==> src/rtl/phase_gen_pkg.sv <==
// Shared widths, state encoding and configuration record for the phase generator.
// cfg_t is laid out at the package default widths.
package phase_gen_pkg;

  localparam int unsigned PHASE_DW_DEF = 16;
  localparam int unsigned ACC_DW_DEF   = 32;
  localparam int unsigned CNT_DW_DEF   = 16;

  typedef enum logic {
    IDLE = 1'b0,
    RUN  = 1'b1
  } state_e;

  typedef struct packed {
    logic [ACC_DW_DEF-1:0]   freq;
    logic [ACC_DW_DEF-1:0]   step;
    logic [CNT_DW_DEF-1:0]   sweep_len;
    logic [PHASE_DW_DEF-1:0] offset;
  } cfg_t;

endpackage

==> src/rtl/phase_sweep_ctrl.sv <==
// Chirp controller: tracks the current frequency word, the in-sweep sample
// count and the end-of-sweep flag, advancing once per load event.
module phase_sweep_ctrl
  import phase_gen_pkg::*;
#(
  parameter int unsigned ACC_DW = ACC_DW_DEF,
  parameter int unsigned CNT_DW = CNT_DW_DEF
) (
  input  logic              clk,
  input  logic              reset,
  input  logic              load_i,
  input  logic              apply_i,
  input  logic [ACC_DW-1:0] new_freq_i,
  input  logic [ACC_DW-1:0] new_step_i,
  input  logic [CNT_DW-1:0] new_len_i,
  input  logic [ACC_DW-1:0] act_freq_i,
  input  logic [ACC_DW-1:0] act_step_i,
  input  logic [CNT_DW-1:0] act_len_i,
  output logic [ACC_DW-1:0] freq_eff_o,
  output logic              last_o
);

  localparam logic [CNT_DW-1:0] CNT_ONE = CNT_DW'(1);

  logic [ACC_DW-1:0] freq_cur_q, freq_cur_d;
  logic [CNT_DW-1:0] cnt_q, cnt_d;
  logic              last_q, last_d;

  logic [ACC_DW-1:0] freq_eff, start_eff, step_eff;
  logic [CNT_DW-1:0] len_eff, cnt_eff;

  always_comb begin
    // A freshly applied config restarts the sweep from its own start word.
    freq_eff   = apply_i ? new_freq_i : freq_cur_q;
    start_eff  = apply_i ? new_freq_i : act_freq_i;
    step_eff   = apply_i ? new_step_i : act_step_i;
    len_eff    = apply_i ? new_len_i  : act_len_i;
    cnt_eff    = apply_i ? '0         : cnt_q;
    freq_cur_d = freq_cur_q;
    cnt_d      = cnt_q;
    last_d     = last_q;
    if (load_i) begin
      if (len_eff == '0) begin
        freq_cur_d = freq_eff;
        cnt_d      = '0;
        last_d     = 1'b0;
      end else if (cnt_eff == len_eff - CNT_ONE) begin
        freq_cur_d = start_eff;
        cnt_d      = '0;
        last_d     = 1'b1;
      end else begin
        freq_cur_d = freq_eff + step_eff;
        cnt_d      = cnt_eff + CNT_ONE;
        last_d     = 1'b0;
      end
    end
  end

  always_ff @(posedge clk) begin
    if (reset) begin
      freq_cur_q <= '0;
      cnt_q      <= '0;
      last_q     <= 1'b0;
    end else begin
      freq_cur_q <= freq_cur_d;
      cnt_q      <= cnt_d;
      last_q     <= last_d;
    end
  end

  assign freq_eff_o = freq_eff;
  assign last_o     = last_q;

endmodule

==> src/rtl/phase_gen.sv <==
// Phase-accumulator AXI-Stream source with constant and chirp modes,
// shadowed configuration applied only at sample boundaries.
module phase_gen
  import phase_gen_pkg::*;
#(
  parameter int unsigned PHASE_DW = PHASE_DW_DEF,
  parameter int unsigned ACC_DW   = ACC_DW_DEF,
  parameter int unsigned CNT_DW   = CNT_DW_DEF
) (
  input  logic                clk,
  input  logic                reset,
  input  logic                enable,
  input  logic                phase_reset,
  input  logic                cfg_load,
  input  logic [ACC_DW-1:0]   cfg_freq,
  input  logic [ACC_DW-1:0]   cfg_step,
  input  logic [CNT_DW-1:0]   cfg_sweep_len,
  input  logic [PHASE_DW-1:0] cfg_offset,
  output logic                cfg_pending,
  output logic [PHASE_DW-1:0] m_axis_phase_tdata,
  output logic                m_axis_phase_tvalid,
  input  logic                m_axis_phase_tready,
  output logic                m_axis_phase_tlast
);

  state_e              state_q, state_d;
  cfg_t                shadow_q, shadow_d, active_q, active_d;
  logic                pending_q, pending_d;
  logic                preset_q, preset_d;
  logic [ACC_DW-1:0]   acc_q, acc_d;
  logic [PHASE_DW-1:0] tdata_q, tdata_d;
  logic                tvalid_q, tvalid_d;

  logic                load, apply, handshake;
  logic [ACC_DW-1:0]   acc_eff, freq_eff;
  logic [PHASE_DW-1:0] offset_eff;

  always_comb begin
    handshake  = tvalid_q & m_axis_phase_tready;
    load       = enable & (~tvalid_q | m_axis_phase_tready);
    apply      = load & pending_q;
    acc_eff    = preset_q ? '0 : acc_q;
    offset_eff = pending_q ? shadow_q.offset : active_q.offset;

    state_d = state_q;
    case (state_q)
      IDLE:    if (enable) state_d = RUN;
      RUN:     if (!enable && (!tvalid_q || handshake)) state_d = IDLE;
      default: state_d = IDLE;
    endcase

    shadow_d = shadow_q;
    if (cfg_load) begin
      shadow_d.freq      = cfg_freq;
      shadow_d.step      = cfg_step;
      shadow_d.sweep_len = cfg_sweep_len;
      shadow_d.offset    = cfg_offset;
    end
    // A capture coinciding with an apply keeps pending set for the next event.
    pending_d = cfg_load | (pending_q & ~load);
    preset_d  = phase_reset | (preset_q & ~load);
    active_d  = apply ? shadow_q : active_q;

    acc_d    = acc_q;
    tdata_d  = tdata_q;
    tvalid_d = tvalid_q;
    if (load) begin
      tdata_d  = acc_eff[ACC_DW-1 -: PHASE_DW] + offset_eff;
      acc_d    = acc_eff + freq_eff;
      tvalid_d = 1'b1;
    end else if (handshake) begin
      tvalid_d = 1'b0;
    end
  end

  always_ff @(posedge clk) begin
    if (reset) begin
      state_q   <= IDLE;
      shadow_q  <= '0;
      active_q  <= '0;
      pending_q <= 1'b0;
      preset_q  <= 1'b0;
      acc_q     <= '0;
      tdata_q   <= '0;
      tvalid_q  <= 1'b0;
    end else begin
      state_q   <= state_d;
      shadow_q  <= shadow_d;
      active_q  <= active_d;
      pending_q <= pending_d;
      preset_q  <= preset_d;
      acc_q     <= acc_d;
      tdata_q   <= tdata_d;
      tvalid_q  <= tvalid_d;
    end
  end

  phase_sweep_ctrl #(
    .ACC_DW(ACC_DW),
    .CNT_DW(CNT_DW)
  ) u_sweep (
    .clk        (clk),
    .reset      (reset),
    .load_i     (load),
    .apply_i    (apply),
    .new_freq_i (shadow_q.freq),
    .new_step_i (shadow_q.step),
    .new_len_i  (shadow_q.sweep_len),
    .act_freq_i (active_q.freq),
    .act_step_i (active_q.step),
    .act_len_i  (active_q.sweep_len),
    .freq_eff_o (freq_eff),
    .last_o     (m_axis_phase_tlast)
  );

  assign cfg_pending         = pending_q;
  assign m_axis_phase_tdata  = tdata_q;
  assign m_axis_phase_tvalid = tvalid_q;

endmodule

==> config.mk <==
export PLATFORM = sky130hd
export DESIGN_NAME = phase_gen
export DESIGN_NICKNAME = d
export VERILOG_FILES = /design/src/rtl/phase_gen_pkg.sv /design/src/rtl/phase_sweep_ctrl.sv /design/src/rtl/phase_gen.sv
export SDC_FILE = /design/constraint.sdc
export NUM_CORES = 1
export LEC_CHECK = 0
export BUFFER_PORTS_ARGS = -buffer_cell sky130_fd_sc_hd__buf_2
export CORE_MARGIN = 3
export CORE_UTILIZATION = 66
export CTS_CLUSTER_DIAMETER = 200
export DETAILED_ROUTE_END_ITERATION = 8
export GPL_TIMING_DRIVEN = 0
export PLACE_DENSITY = 0.95
export SYNTH_ARGS = -nofsm -noshare
export SYNTH_HDL_FRONTEND = slang
export SYNTH_SLANG_ARGS = --single-unit
==> constraint.sdc <==
create_clock -name clk -period 8.8 [get_ports clk]
set_input_delay 0.88 -clock clk [delete_from_list [all_inputs] [get_ports clk]]
set_output_delay 0.88 -clock clk [all_outputs]
set_load 0.01 [all_outputs]
==> results.py <==
metrics = {
    "die": {
        "dieArea_um2": 26600,
        "io_pins": 121,
        "floorplan.die.height_um": 163,
        "die_w_um": 163,
        "start_util_pct": 68.3,
        "core-area_um2": 23800,
        "num_rows": 56,
    },
    "grt": {
        "grt_max_degree": 15,
        "grt_pass1_vias": 15676,
        "grt_pass1_wl_mm": 79.5,
        "overflow": 0,
        "grt_antenna_before_repair": 0,
        "grt_usage_pct": 37.4,
    },
    "yosys": {
        "synthDistinctLibCells": 83,
        "synth_most_common_cell": "nand2_1",
        "synth_commonest_cells": "nand2_1 (372), dfxtp_1 (292), nor2_1 (212), a21oi_1 (178), mux2i_1 (122)",
        "ys_seq_area_share_pct": 35.9,
        "synth.top_cell.area_share_pct": 35.9,
        "yosysTopAreaCell": "dfxtp_1",
        "synth_area_leaders": "dfxtp_1 (36%), nand2_1 (8.6%), mux2i_1 (7.5%), ha_1 (6.1%), a21oi_1 (5.5%)",
        "syn_inst": 2012,
        "synth-main-ff-cell": "dfxtp_1",
        "yosys_warnings": 0,
        "syn_area_um2": 16300,
        "syn_nets": 2196,
        "async_flop_share_pct": 0,
        "synth_area_per_cell_um2": 8.09,
        "ys_seq_elements": 292,
        "synth_edf_count": 0,
    },
    "setup_path": {
        "cp_max_fo": 10,
        "crit_chain": "clkbuf_1, nand3_1, clkbuf_1, buf_2, buf_1, clkbuf_1, buf_1, mux2i_1, inv_1, ha_1, a211oi_1, o21ai_0, a2111oi_0, o41a_1, o41a_1, a21oi_1, a32oi_1, mux2i_1, nand3_1, a311oi_1",
        "critPathCaptureType": "flop",
        "crit_top_cell": "clkbuf_1",
        "cp-start-kind": "flop",
        "crit_type": "reg2reg",
        "crit_family": "buffers and inverters",
        "worstPathArrival_ps": 8380,
        "cp_slowest_cell": "buf_1",
        "crit_buf_inv": 7,
        "max_stage_delay_ps": 790,
        "worstPathRequired_ps": 9270,
    },
    "sta": {
        "setup_viol": 0,
        "hold_ws_ps": 444,
        "finClkSkew_ps": 14.5,
        "slew_viol_final": 0,
        "worst_slew_pin_slew_ps": 1150,
        "hold_viol_final": 0,
        "fin_tns_setup_ps": 0,
        "period_share_pct": 89.9,
        "rsz0062_at_grt": "no",
        "post-route-min-period_ps": 7910,
        "slew-limit-headroom_pct": 21.2,
        "fmax_ghz": 0.126,
    },
    "detailed_routing": {
        "vias": 16070,
        "wl_per_cell_um": 20.4,
        "wirelength_mm": 51.2,
        "postRouteAntennaNets": 0,
        "routed_via_density": 6.41,
        "drt_iter0_drc": 1798,
        "drc": 0,
        "first_pass_iters": 6,
    },
    "final_layout": {
        "drive_above_1_share_pct": 9.65,
        "multi_input_area_um2": 9900,
        "fin_area_um2": 18300,
        "final_nets": 2348,
        "nFillCells": 1689,
        "seqCellArea_um2": 5850,
        "syn_to_final_growth_pct": 12.4,
        "diodes": 0,
    },
    "min_path": {
        "hp-class": "reg2reg",
    },
    "job": {
        "maxCapViolations": 0,
    },
    "power": {
        "p_clk_share_pct": 39.0,
        "p_leak_uw": 0.00829,
        "seq_power_share_pct": 42.0,
        "p_comb_share_pct": 19.0,
        "p_sw_share_pct": 29.7,
        "power_density_nw_per_um2": 186,
        "power.internal_uw": 2390,
        "irDropWorstVdd_uv": 202,
        "netSwitchingPower_uw": 1010,
    },
    "cts": {
        "cts_resized": 0,
        "ctsHtreeMaxLevel": 1,
        "cts.sinks": 292,
        "clk_pin_slew_ps": 70,
        "hold_buffers": 0,
        "clkLatencyLatePin_ps": 570,
        "clockBufferDepth": 3,
        "tritoncts": "built",
        "cts_root_buffer": "clkbuf_16",
        "cts_buffers": 31,
        "postCtsSetupBuffers": 0,
    },
    "place": {
        "postPlaceCellArea_um2": 17300,
        "gp_congestion": 0.980,
        "place_hpwl_mm": 37.3,
        "port_buffers": 119,
    },
    "outcome": {
        "outcome": "complete, no violations",
    },
}
## power by group through the flow
stage          clock (uW)  combinational (uW)  sequential (uW)
2_1_floorplan           0                 437             1440
3_3_place_gp            0                 597             1450
3_5_place_dp            0                 620             1460
4_1_cts              1320                 627             1430
5_1_grt              1370                 694             1440
6_report             1330                 647             1430
## through the flow
step | instances | setup WS (ps) | util (%) | total power, uW
after floorplan | 2012 | 2870 | - | 1880
after global placement | 2450 | 945 | 72.5 | 2050
after detailed placement | 2450 | 735 | 72.5 | 2080
after CTS | 2506 | 1250 | 76.8 | 3370
after global routing | 2506 | 545 | 76.8 | 3500
final | 2506 | 892 | 76.8 | 3400
## flip-flops by register name, summed over array words and instances, names as in the netlist
signal	cells
acc_q	32
active_q	96
cfg_pending	1
m_axis_phase_tdata	16
m_axis_phase_tvalid	1
preset_q	1
shadow_q	96
u_sweep.cnt_q	16
u_sweep.freq_cur_q	32
u_sweep.last_o	1
## layout make-up
class                      instances  area share (%)
buffer                           113            2.37
tap                              319            2.18
timing repair buffer             119            3.26
inverter                          26           0.534
clock inverter                    13           0.855
sequential                       292            32.0
clock buffer                      43            4.71
multi-input combinational       1581            54.1
## worst reg2reg max path: cells and delay by family, from the launching register on
family,cells,cell delay (ps)
DFF,1,300
AOI/OAI and AO/OA,8,2710
and+or+nand+nor,2,520
adders and majority gates,1,330
muxes,2,840
buffers and inverters,7,3120
## cells in the final DEF (no fill, tap or decap), types with 7 or more instances in the layout
master / instances
nand2_1: 372
dfxtp_1: 292
nor2_1: 212
a21oi_1: 178
buf_2: 123
mux2i_1: 122
clkbuf_1: 88
ha_1: 79
xnor2_1: 61
nand3_1: 52
nor2b_1: 46
o21ai_0: 41
a21o_1: 37
nor3_1: 32
clkbuf_16: 31
buf_1: 28
xor2_1: 27
inv_1: 26
o211ai_1: 26
a21boi_0: 25
nor4_1: 20
a32o_1: 18
mux2_2: 16
or3_1: 16
a211oi_1: 15
nand2b_1: 14
a22o_1: 11
and3_1: 10
and2_1: 10
o21a_1: 10
a31oi_1: 10
nand4_1: 7
## final timing paths
kind / startpoint / endpoint / slack (ps) / cells past startpoint
worst max-delay path: cfg_pending / u_sweep.freq_cur_q[31] / 890 / 20
worst min-delay path: acc_q[14] / acc_q[14] / 440 / 2
worst max register to register: cfg_pending / u_sweep.freq_cur_q[31] / 890 / 20
worst min register to register: acc_q[14] / acc_q[14] / 440 / 2
## cell families after synthesis
group           share of synthesized area [%]
simple gates                             22.6
compound gates                           18.1
flops                                    35.9
mux                                      8.93
buf+inv                                  3.26
xor+xnor                                 4.74
fa+ha+maj                                6.44
## routing by layer
metal	vias up	global-route usage [%]	share of wire [%]	wire (um)
li1	7385	-	-	-
met3	305	6.42	9.5	4840
met4	0	28.1	8.7	4450
met2	981	59.6	44	22600
met5	-	0	0	0
met1	7399	45.4	38	19300
No activity file was read; power rests on OpenSTA's default activity.
